==> src/rtl/key_filter_2ch.sv <==
// Two-channel push-button debouncer: sync, filter FSM, level and edge pulses.
// Define KEY_TOGGLE_EN to make key_level flip on each accepted press.
module key_filter_2ch #(
    parameter int CNT_MAX = 999_999,
    parameter int CNT_W   = 20
) (
    input  logic       sys_clk,
    input  logic       sys_rst_n,
    input  logic [1:0] key_in,
    output logic [1:0] key_level,
    output logic [1:0] key_press,
    output logic [1:0] key_release
);

    typedef enum logic [1:0] {
        IDLE,
        PRESS_FILT,
        PRESSED,
        REL_FILT
    } state_t;

    localparam logic [CNT_W-1:0] CNT_END = CNT_W'(CNT_MAX);

    logic [1:0] s1;
    logic [1:0] s2;

    always_ff @(posedge sys_clk or negedge sys_rst_n) begin
        if (!sys_rst_n) begin
            s1 <= 2'b11;
            s2 <= 2'b11;
        end else begin
            s1 <= key_in;
            s2 <= s1;
        end
    end

    for (genvar i = 0; i < 2; i++) begin : g_ch
        state_t           state;
        state_t           state_nxt;
        logic [CNT_W-1:0] cnt;
        logic [CNT_W-1:0] cnt_nxt;
        logic             cnt_done;
        logic             press_evt;
        logic             rel_evt;
        logic             level_q;
        logic             level_nxt;
        logic             press_q;
        logic             rel_q;

        assign cnt_done = (cnt == CNT_END);

        always_ff @(posedge sys_clk or negedge sys_rst_n) begin
            if (!sys_rst_n) begin
                state   <= IDLE;
                cnt     <= '0;
                level_q <= 1'b0;
                press_q <= 1'b0;
                rel_q   <= 1'b0;
            end else begin
                state   <= state_nxt;
                cnt     <= cnt_nxt;
                level_q <= level_nxt;
                press_q <= press_evt;
                rel_q   <= rel_evt;
            end
        end

        // s2 is active-low: 0 means the button is held.
        always_comb begin
            state_nxt = state;
            cnt_nxt   = cnt;
            unique case (state)
                IDLE: begin
                    cnt_nxt = '0;
                    if (!s2[i]) state_nxt = PRESS_FILT;
                end
                PRESS_FILT: begin
                    if (s2[i]) begin
                        state_nxt = IDLE;
                        cnt_nxt   = '0;
                    end else if (cnt_done) begin
                        state_nxt = PRESSED;
                        cnt_nxt   = '0;
                    end else begin
                        cnt_nxt = cnt + 1'b1;
                    end
                end
                PRESSED: begin
                    cnt_nxt = '0;
                    if (s2[i]) state_nxt = REL_FILT;
                end
                REL_FILT: begin
                    if (!s2[i]) begin
                        state_nxt = PRESSED;
                        cnt_nxt   = '0;
                    end else if (cnt_done) begin
                        state_nxt = IDLE;
                        cnt_nxt   = '0;
                    end else begin
                        cnt_nxt = cnt + 1'b1;
                    end
                end
                default: begin
                    state_nxt = IDLE;
                    cnt_nxt   = '0;
                end
            endcase
        end

        always_comb begin
            press_evt = (state == PRESS_FILT) && !s2[i] && cnt_done;
            rel_evt   = (state == REL_FILT) && s2[i] && cnt_done;
`ifdef KEY_TOGGLE_EN
            level_nxt = level_q ^ press_evt;
`else
            level_nxt = level_q;
            if (press_evt) level_nxt = 1'b1;
            if (rel_evt)   level_nxt = 1'b0;
`endif
        end

        assign key_level[i]   = level_q;
        assign key_press[i]   = press_q;
        assign key_release[i] = rel_q;
    end

endmodule
==> config.mk <==
export PLATFORM = sky130hd
export DESIGN_NAME = key_filter_2ch
export DESIGN_NICKNAME = d
export VERILOG_FILES = /design/src/rtl/key_filter_2ch.sv
export SDC_FILE = /design/constraint.sdc
export NUM_CORES = 1
export LEC_CHECK = 0
export ABC_AREA = 1
export BUFFER_PORTS_ARGS = -buffer_cell sky130_fd_sc_hd__buf_2
export CAP_MARGIN = 15
export CORE_MARGIN = 2
export CORE_UTILIZATION = 55
export DETAILED_ROUTE_END_ITERATION = 8
export PLACE_DENSITY = 0.84
export SKIP_CTS_REPAIR_TIMING = 1
export SKIP_LAST_GASP = 1
export SYNTH_ARGS = -nofsm -noshare
export SYNTH_HDL_FRONTEND = slang
export SYNTH_SLANG_ARGS = --single-unit
==> constraint.sdc <==
create_clock -name sys_clk -period 1.5 [get_ports sys_clk]
set_clock_uncertainty 0.05 [all_clocks]
set_input_delay 0.15 -clock sys_clk [delete_from_list [all_inputs] [get_ports sys_clk]]
set_output_delay 0.15 -clock sys_clk [all_outputs]
set_load 0.01 [all_outputs]
* Yosys cells after proc, flatten, opt, wreduce, memory -nomap -nowiden
Cells that the tools add are included.
** Storage, ports and cells
- Register bits after elaboration :: 54
- Input port bits :: 4
- Output and inout port bits :: 6
- Logic and storage cells :: 74
** Cells by class
- $add $sub $neg :: 2
- Eq/ne operators :: 16
- Muxes and demuxes :: 26
- Reduce and logical (&&, ||, !) cells :: 18
** Operators by type and width (number)
- $mux W20 :: 6
- $pmux W20 S3 :: 2
- $add A20 B1 Y20 const B :: 2
- $eq A20 B20 Y1 const B :: 2
- $mux W2 :: 12
- $pmux W2 S4 :: 2
- $ne A3 B3 Y1 const B :: 4
- $eq A2 B2 Y1 const B :: 4
- $logic_and A1 B1 Y1 :: 8
- $ne A2 B2 Y1 const B :: 4
- $reduce_and A4 Y1 :: 2
- $eq A2 B1 Y1 const B :: 2
- $logic_not A2 Y1 :: 2
- $mux W1 :: 4
- $reduce_bool A2 Y1 :: 2
- $reduce_or A2 Y1 :: 2
- $logic_not A1 Y1 :: 2

* Logic depth before layout (Yosys ltp)
Gate-level depths: netlist of the first run.
- Word-level depth :: 5
- Gate-level depth with buffers :: 9
- Depth with buffers taken out :: 9

* Least setup slack after synthesis of the first run
OpenSTA, ideal clock, no wires.
- Path kind :: register to register
- From :: register g_ch[1].cnt[0]
- To :: register g_ch[1].cnt[5]
- Setup time :: 0.120 ns
- Arrival time :: 1.304 ns
- Data required time :: 1.330 ns
- Path slack :: 0.026 ns
- Cell stages (with the launch flop) :: 10
- Buffers on the path :: 1
- Clock period less this slack :: 1.474 ns
- Path through :: dfrtp_1 -> ha_1 -> nand3_2 -> inv_1 -> nand2_1 -> nor2_2 -> nor2_4 -> inv_4 -> buf_6 -> nor2_1
** Between the ends
- Longest elaborated chain between the ends :: 4
- Elaborated cells between the ends (all ways) :: 6
- Those cells by class :: add/sub: 1; eq/ne: 1; mux: 4
** RTL lines
- from (decl) :: line 40 : logic [CNT_W-1:0] cnt;
- from (signal assigned) :: line 61 : cnt <= cnt_nxt;
- $add A20 B1 Y20 / $eq A20 B20 Y1 (equally long branches) :: line 85, 100, 50
- $mux W20 (*) :: line 81, 96
- $mux W20, on equally long branches :: line 93, 78
- $pmux W20 S3 (*) :: line 72 : unique case (state)
- net g_ch[1].cnt_nxt[5] :: line 41 : logic [CNT_W-1:0] cnt_nxt;
The timed path passes the listed nets; every way through them passes the cells marked *.
A chain may end at the register's enable or synchronous reset.

* Final worst setup path of the first run
- From :: register g_ch[1].cnt[11]
- To :: register g_ch[1].press_q
** Between the ends
- Longest elaborated chain between the ends :: 2
** RTL lines
- $eq A20 B20 Y1 :: line 50 : assign cnt_done = (cnt == CNT_END);
- $logic_and A1 B1 Y1 :: line 111 : press_evt = (state == PRESS_FILT) && !s2[i] && cnt_done;
- net g_ch[1].press_evt :: line 43 : logic press_evt;
- to (signal assigned) :: line 63 : press_q <= press_evt;
- to (decl) :: line 47 : logic press_q;
The timed path passes the listed nets, and every way through them passes these cells.

==> qor.csv, run 1 <==
metric,value,unit
rsz0062_at_grt,true,
wire_per_inst,14.9,um
worstPathMaxFanout,2,
ys_seq_area_share,47.2,%
syn_area_per_cell,7.37,sq um
drtIter0Drc,212,
ys_ff_latch,54,
vias,2753,
io_pins,10,
grt_antenna_before_repair,0,
period_needed,1.59,ns
reg2regPathDepth,8,
routed_via_density,5.38,
timing.fmax,629,MHz
clkLatencyLatePin,0.32,ns
hp-class,input pin to async pin,
crit_start,g_ch[1].cnt[11],
r2r_end,g_ch[1].press_q,
cp_data_arrival_time,1.75,ns
ir_worst_vdd,0.677,mV
cts_buffers,5,
setup_ws,-0.0890,ns
track_usage,23.3,%
grt_pass1_wl,10900,um
chipHeight,76.3,um
finalSetupViolCount,2,
clock_path_buffers,2,
clk_pin_slew,0.11,ns
finalHoldViolCount,0,
ant_nets,0,
antenna_cells,0,
synth_warnings,0,
final_util,72.7,%
cap_violations,0,
crit_required,1.66,ns
p_leak,1.62,nW
endpoint_kind,flop,
worstMarginPinSlew,0.309,ns
drtPass1Iterations,5,
chipWidth,76.3,um
rows,26,
finalCritPeriodShare,106,%
violations,setup timing,
h-tree-depth,2,
final_max_slew_viol_count,0,
grt_pass1_vias,2518,
route.detailed.drc,0,
start_util,56.6,%
worstSetupEndpoint,g_ch[1].press_q,
synthCells,390,
cts_tree,built,
ys_types,25,
rrSetupSlack,-0.09,ns
dp_hpwl,4610,um
powerDensity,702,mW/mm^2
crit_path_start_kind,flop,
crit_type,flop to flop,
cts.sinks,54,
final_layout_size_suffix_gt1_share,32.8,%
synth_fp_nets,396,
grt_max_degree,55,
io_buffers,9,
outcome,"complete, but fails checks",
area_growth_syn_to_layout,28.4,%
wl,7650,um
root_buffer,clkbuf_8,
core_area,0.00507,sq mm
finalNetCount,447,
globalRouteOverflowTotal,0,
place_congestion,0.929,
syn_area,0.00287,sq mm
regToRegStartpoint,g_ch[1].cnt[11],
final_cells,512,
dp.cells,481,
die_area,0.00582,sq mm
relSlewSlack,79.3,%
tns,-0.0916,ns
==> worst min path at each step <==
stage                    from             end  slack, ns  cells past startpoint
floorplan           sys_rst_n       async pin      -0.20                      0
global route        sys_rst_n  g_ch[0].cnt[4]       0.32                      3
CTS                 sys_rst_n  g_ch[0].cnt[4]      -0.22                      2
detailed placement  sys_rst_n  g_ch[0].cnt[4]       0.12                      2
global placement    sys_rst_n  g_ch[0].cnt[4]       0.11                      2
finish              sys_rst_n  g_ch[0].cnt[4]       0.29                      3
==> logic make-up after synthesis <==
family	count (synthesis)	synth area share [%]
XOR/XNOR	16	4.88
adder cells (fa/ha/maj)	2	0.871
flip-flops	54	47.2
AO/OA/AOI/OAI	17	3.22
buffers and inverters	53	8.32
AND/OR/NAND/NOR	248	35.5
==> power breakdown <==
group	internal [mW]	switching, mW
registers	1.47	0.0139
logic	0.0473	0.0764
clock network	0.499	0.479
==> routing by layer <==
metal  wire (um)  track usage (%)  share of wire, %
met2        4150             42.9                54
met5           0                0                 0
met1        2870             26.4                38
met3         331             3.55               4.3
met4         299             10.9               3.9
==> critical path, stage by stage (launching register included) <==
cell,delay (ns)
dfrtp_1,0.40
inv_1,0.10
nand2_1,0.09
nor2_4,0.14
buf_4,0.13
nand2_2,0.06
nor2_4,0.15
nand4_1,0.17
nor2_1,0.22
==> registers in the layout (all words and copies together) (netlist names), named ones only <==
name / cells
g_ch.cnt: 40
g_ch.level_q: 2
g_ch.press_q: 2
g_ch.rel_q: 2
g_ch.state: 2
s1: 2
s2: 2
==> cell type report <==
type | count | area, sq um
multi-input combinational | 283 | 1550
fill | 358 | 1390
sequential | 54 | 1360
timing repair buffer | 52 | 403
inverter | 45 | 176
tap | 70 | 87.6
clock buffer | 6 | 72.6
clock inverter | 2 | 37.5
==> stage by stage <==
stage	setup WS [ns]	hold slack (ns)	total power, mW	area (sq um)
2_1_floorplan	0.0257	-0.196	1.55	2870
3_3_place_gp	0.00728	0.114	1.60	3100
3_5_place_dp	-0.0853	0.119	1.61	3100
4_1_cts	-0.0970	-0.218	2.56	3210
5_1_grt	-0.174	0.317	2.67	3690
6_report	-0.0890	0.289	2.59	3690
==> synthesized netlist by cell type (all sizes together) <==
cell type,number,area share [%]
inv,45,6.0
nor3,6,1.2
xor2,11,3.4
o21a,1,0.26
buf,8,2.4
nand2,108,14
o21ai,6,1.0
nand4,5,1.1
a31oi,1,0.22
ha,2,0.87
dfrtp,50,44
dfstp,4,3.7
a21oi,8,1.4
nand3,25,4.7
xnor2,5,1.5
nor2,104,14
a21o,1,0.30
==> placed cells by master, fill, tap and decap left out, drive strengths merged, types with 2 or more instances in the layout <==
master,instances
nand2,108
nor2,104
dfrtp,50
buf,49
inv,44
nand3,25
xor2,11
a21oi,8
clkbuf,6
nor3,6
o21ai,6
xnor2,5
nand4,5
dfstp,4
dlygate4sd3,3
ha,2
No activity file was read; power rests on OpenSTA's default activity.
==> inputs of run 2 (changes only) <==
--- a/config.mk
+++ b/config.mk
@@ -5,7 +5,7 @@
 export SDC_FILE = /design/constraint.sdc
 export NUM_CORES = 1
 export LEC_CHECK = 0
-export ABC_AREA = 1
+export ABC_AREA = 0
 export BUFFER_PORTS_ARGS = -buffer_cell sky130_fd_sc_hd__buf_2
 export CAP_MARGIN = 15
 export CORE_MARGIN = 2
==> constraint.sdc (replaced) <==
create_clock -name sys_clk -period 1.3 [get_ports sys_clk]
set_clock_uncertainty 0.05 [all_clocks]
set_input_delay 0.13 -clock sys_clk [delete_from_list [all_inputs] [get_ports sys_clk]]
set_output_delay 0.13 -clock sys_clk [all_outputs]
set_load 0.01 [all_outputs]
==> run 2 against run 1 <==
Effect of this change:
- the flow still finishes with violations (setup timing)
- maximum frequency decreased by 14%
- wire length grew 17%
- combinational power up 49%
- non-clock buffer count up 41
- sequential share of layout area decreased by 0.38 points
- synthesized cell count fell by 34%
- die area down 9.9%
- first-iteration DRC count is 47% higher
- cell count fell by 23%
- count of clock-buffer cells in the layout shrank 1
- cell area increased by 0.75%
- critical endpoint is now g_ch[0].cnt[16]
- largest cell class unchanged
==> qor.csv, run 2 <==
metric,value,unit,change
outcome,"complete, but fails checks",,
violations,setup timing,,
rows,24,,-7.7%
hp-class,input pin to async pin,,
r2r_end,g_ch[0].cnt[16],,
async_flop_share,100,%,unchanged
wire_per_inst,22.6,um,+51%
layout_commonest_cell,buf_4,,
regToRegStartpoint,g_ch[0].cnt[8],,
io_buffers,9,,unchanged
timing.fmax,544,MHz,-14%
holdWs,0.218,ns,-0.0712 ns
synth-xor-area-share,8.17,%,+3.3 points
core_area,0.00444,sq mm,-12%
period_needed,1.84,ns,+0.251 ns
h-tree-depth,2,,unchanged
grt_max_degree,22,,-60%
start_util,57.9,%,+1.3 points
antenna_cells,0,,unchanged
relSlewSlack,68.5,%,-11 points
rrSetupSlack,-0.54,ns,-0.45 ns
finalNetCount,348,,-22%
worstMarginPinSlew,0.468,ns,+0.159 ns
synth_fp_nets,262,,-34%
pre_cts_slack,-0.443,ns,-0.357 ns
chipHeight,72.4,um,-5.1%
synth_warnings,0,,unchanged
final_util,83.6,%,+11 points
p_leak,1.61,nW,-1.1%
synth_fa_ha_area_share,0.972,%,+0.10 points
wl,8910,um,+17%
synth_edf_count,0,,unchanged
synth.area.mux_share,0.778,%,+0.78 points
powerDensity,781,mW/mm^2,+11%
clkLatencyLatePin,0.33,ns,about the same
final_cell_mix,"66 x buf_4, 47 x dfrtp_1, 16 x nor2_1",,
synth_area_leader_cell,dfrtp_1,,
ys_types,37,,+48%
synth_compound_area_share,7.88,%,+4.7 points
reg2regPathDepth,6,,-2
largest_reg_flops,40,,unchanged
syn_area,0.00257,sq mm,-10%
grt_pass1_vias,2349,,-6.7%
cp_data_arrival_time,1.98,ns,+0.23 ns
cts_tree,built,,
yosys-top-cells-count,"50 x dfrtp_1, 31 x nor2_1, 14 x a21oi_1, 14 x nand3_1, 13 x nand2_1",,
crit_type,flop to flop,,
cts_buffers,5,,unchanged
ys_ff_latch,54,,unchanged
ys_top_cells_by_area,"dfrtp_1 49%, nor2_1 4.5%, dfstp_2 4.1%",,
synth_most_common_cell,dfrtp_1,,
routed_via_density,6.67,,+24%
io_pins,10,,unchanged
drtIter0Drc,312,,+47%
crit_path_start_kind,flop,,
synth_simple_gate_area_share,24.9,%,-11 points
ys_seq_area_share,52.7,%,+5.5 points
ir_worst_vdd,0.948,mV,+40%
dp_hpwl,4410,um,-4.5%
area_growth_syn_to_layout,44.4,%,
synth_top_area_share,48.6,%,+5.1 points
synth_top_family_by_area,simple AND/OR/NAND/NOR gates,,
route.detailed.drc,0,,unchanged
worstPathMaxFanout,5,,+3
clk_pin_slew,0.10,ns,about the same
finalSetupViolCount,50,,+48
root_buffer,clkbuf_8,,
drtPass1Iterations,7,,+2
ant_nets,0,,unchanged
grt_antenna_before_repair,0,,unchanged
finalCritPeriodShare,142,%,+36 points
synthFlopType,dfrtp_1,,
synthCells,256,,-34%
clock_path_buffers,2,,unchanged
globalRouteOverflowTotal,0,,unchanged
grt_pass1_wl,10800,um,-1.0%
crit_required,1.44,ns,-0.22 ns
die_area,0.00524,sq mm,-9.9%
final_max_slew_viol_count,0,,unchanged
vias,2636,,-4.2%
rsz0062_at_grt,true,,
cap_violations,0,,unchanged
setup_ws,-0.540,ns,-0.451 ns
endpoint_kind,flop,,
finalHoldViolCount,0,,unchanged
chipWidth,72.4,um,-5.1%
cts.sinks,54,,unchanged
place_congestion,0.821,,-12%
largest-register,g_ch.cnt,,
syn_area_per_cell,10.1,sq um,+36%
track_usage,26.8,%,+3.5 points
final_layout_size_suffix_gt1_share,47.8,%,+15 points
tns,-22.78,ns,-22.69 ns
## run 2: cell count changes after synthesis, moves of 7 or more
cell | previous run | this run
clkbuf_1 | 0 | 7
inv_1 | 43 | 11
nand2_1 | 108 | 13
xnor2_1 | 5 | 12
or3_1 | 0 | 7
and3_1 | 0 | 9
nor2_1 | 97 | 31
nand3_1 | 23 | 14
## run 2: kinds of logic after synthesis
| group | after synthesis |
|---|---|
| compound gates | 34 |
| xor+xnor | 24 |
| flops | 54 |
| mux | 2 |
| buf+inv | 25 |
| fa+ha+maj | 2 |
| simple gates | 115 |
## run 2: final cells by class
type,instances,area (sq um)
clock buffers,5,68.8
fillers,220,728
repair buffers,93,791
multi-input cells,177,1370
inverters,11,41.3
clock inverters,3,22.5
flip-flops and latches,54,1360
well taps,52,65.1
## run 2: per-stage QoR
stage	cells	cell area (sq um)	power (mW)
6_report	395	3720	2.90
3_5_place_dp	366	3190	1.86
2_1_floorplan	256	2700	1.79
4_1_cts	374	3280	2.83
3_3_place_gp	366	3190	1.86
5_1_grt	395	3720	2.97
## run 2: worst max path at each step
stage / cells past startpoint / to / start / slack (ns)
final: 6 / g_ch[0].cnt[16] / g_ch[0].cnt[8] / -0.54
after global placement: 5 / g_ch[0].cnt[18] / g_ch[0].cnt[0] / -0.35
after global routing: 8 / g_ch[1].cnt[10] / g_ch[1].cnt[1] / -0.56
after floorplan: 5 / g_ch[0].cnt[17] / g_ch[0].cnt[2] / -0.47
after detailed placement: 5 / g_ch[1].cnt[18] / g_ch[1].cnt[0] / -0.44
after CTS: 5 / g_ch[1].cnt[18] / g_ch[1].cnt[0] / -0.46
## run 2: worst max-delay path, cell delays in order (launching register included)
cell and delay [ns]:
dfrtp_1 0.43, buf_4 0.17, and4_4 0.27, nand3_4 0.10
buf_4 0.15, o21ai_0 0.40, a21oi_2 0.13
## run 2: where the power goes
| part | internal, mW | switching, mW |
|---|---|---|
| combinational | 0.0814 | 0.103 |
| sequential | 1.70 | 0.0162 |
| clock | 0.391 | 0.611 |
| total | 2.17 | 0.731 |
## run 2: metal layers
layer | wire [um] | up-vias | GRT usage, %
met5 | 0 | - | 0
li1 | - | 1072 | -
met1 | 3410 | 1282 | 33.1
met4 | 553 | 0 | 12.6
met2 | 4170 | 213 | 45.2
met3 | 773 | 69 | 5.56
==> inputs of run 3 (changes only) <==
--- a/config.mk
+++ b/config.mk
@@ -11,7 +11,7 @@
 export CORE_MARGIN = 2
 export CORE_UTILIZATION = 55
 export DETAILED_ROUTE_END_ITERATION = 8
-export PLACE_DENSITY = 0.84
+export PLACE_DENSITY = 0.75
 export SKIP_CTS_REPAIR_TIMING = 1
 export SKIP_LAST_GASP = 1
 export SYNTH_ARGS = -nofsm -noshare
==> run 3 against run 2 <==
Effect of this change:
- the run still ends with setup timing left
- register-to-register slack better by 0.07 ns
- critical path depth down 2
- total power up 3.1%
- sequential power about the same
- core utilization up 0.48 points
- via count down 13%
- wire length down 21%
- hold slack better by 0.066 ns
- critical endpoint is now g_ch[0].cnt[17]
==> qor.csv, run 3 (same netlist as run 2, synthesis figures left out) <==
metric,value,unit,change
globalRouteOverflowTotal,0,,unchanged
grt_antenna_before_repair,0,,unchanged
worstMarginPinSlew,0.340,ns,-0.128 ns
chipHeight,72.4,um,unchanged
layout_commonest_cell,buf_4,,
cts_tree,built,,
outcome,"complete, but fails checks",,
cts_buffers,5,,unchanged
endpoint_kind,flop,,
crit_required,1.50,ns,+0.06 ns
finalSetupViolCount,50,,unchanged
track_usage,22.8,%,-4.1 points
ant_nets,0,,unchanged
tns,-20.03,ns,+2.75 ns
worstSetupEndpoint,g_ch[0].cnt[17],,
hp-class,input pin to async pin,,
final_max_slew_viol_count,0,,unchanged
p_leak,1.60,nW,-0.19%
drtPass1Iterations,4,,-3
h-tree-depth,2,,unchanged
io_pins,10,,unchanged
rrSetupSlack,-0.47,ns,+0.07 ns
crit_path_start_kind,flop,,
relSlewSlack,77.1,%,+8.6 points
grt_pass1_vias,2011,,-14%
drtIter0Drc,194,,-38%
cp_data_arrival_time,1.97,ns,about the same
clock_path_buffers,2,,unchanged
area_growth_syn_to_layout,45.2,%,
r2r_end,g_ch[0].cnt[17],,
routed_via_density,5.91,,-11%
dp_hpwl,3830,um,-13%
ir_worst_vdd,0.688,mV,-27%
violations,setup timing,,
powerDensity,801,mW/mm^2,+2.5%
vias,2298,,-13%
regToRegStartpoint,g_ch[0].cnt[1],,
worstPathMaxFanout,8,,+3
clk_pin_slew,0.09,ns,about the same
die_area,0.00524,sq mm,unchanged
wl,7080,um,-21%
timing.fmax,565,MHz,+4.0%
finalHoldViolCount,0,,unchanged
grt_max_degree,55,,+150%
io_buffers,9,,unchanged
finalNetCount,342,,-1.7%
reg2regPathDepth,4,,-2
core_area,0.00444,sq mm,unchanged
setup_ws,-0.468,ns,+0.0713 ns
grt_pass1_wl,9290,um,-14%
clkLatencyLatePin,0.31,ns,-0.02 ns
crit_start,g_ch[0].cnt[1],,
root_buffer,clkbuf_8,,
crit_type,flop to flop,,
wire_per_inst,18.2,um,-19%
largest-register,g_ch.cnt,,
cts.sinks,54,,unchanged
start_util,57.9,%,unchanged
rows,24,,unchanged
chipWidth,72.4,um,unchanged
finalCritPeriodShare,136,%,-5.5 points
largest_reg_flops,40,,unchanged
route.detailed.drc,0,,unchanged
final_cell_mix,"64 x buf_4, 49 x dfrtp_1, 20 x nor2_2",,
period_needed,1.77,ns,-0.0713 ns
rsz0062_at_grt,true,,
final_layout_size_suffix_gt1_share,49.0,%,+1.1 points
post-layout-total-power,2.99,mW,+3.1%
antenna_cells,0,,unchanged
cap_violations,0,,unchanged
place_congestion,0.795,,-3.1%
-- run 3: critical path: stages (launching register included) --
cell,delay [ns]
dfrtp_1,0.45
nand3_4,0.09
or4_4,0.54
or4_1,0.43
a21oi_1,0.13
-- run 3: layer usage --
metal / track usage [%] / wire (um) / up-vias
li1: - / - / 1063
met4: 8.64 / 223 / 0
met2: 34.0 / 3410 / 92
met3: 4.72 / 379 / 25
met1: 32.8 / 3070 / 1118
met5: 0 / 0 / -
-- run 3: stage by stage --
step	worst slack, ns	cell area [sq um]	hold WS, ns	utilization [%]	std cells
3_3_place_gp	-0.393	3160	0.0938	71.1	362
4_1_cts	-0.473	3270	-0.244	73.5	370
3_5_place_dp	-0.450	3160	0.0944	71.1	362
2_1_floorplan	-0.474	2700	-0.216	-	256
5_1_grt	-0.542	3740	0.306	84.1	389
6_report	-0.468	3740	0.284	84.1	389
-- run 3: worst min-delay path by stage --
stage | startpoint | to | slack [ns] | depth (start not counted)
floorplan | sys_rst_n | async pin | -0.22 | 0
global placement | sys_rst_n | g_ch[1].cnt[18] | 0.09 | 2
detailed placement | sys_rst_n | g_ch[1].cnt[18] | 0.09 | 2
CTS | sys_rst_n | g_ch[1].cnt[18] | -0.24 | 2
global route | sys_rst_n | g_ch[1].cnt[18] | 0.31 | 3
finish | sys_rst_n | g_ch[1].cnt[18] | 0.28 | 3
-- run 3: layout make-up --
class | count | area [sq um]
fill | 222 | 707
inverter | 11 | 41.3
timing repair buffer | 87 | 751
tap | 52 | 65.1
sequential | 54 | 1360
clock buffer | 8 | 110
multi-input combinational | 177 | 1410
-- run 3: power breakdown --
| part | internal (mW) | total (mW) | switching, mW |
|---|---|---|---|
| Combinational | 0.0895 | 0.190 | 0.100 |
| Sequential | 1.70 | 1.71 | 0.0159 |
| Clock | 0.539 | 1.09 | 0.550 |
| Total | 2.33 | 2.99 | 0.666 |
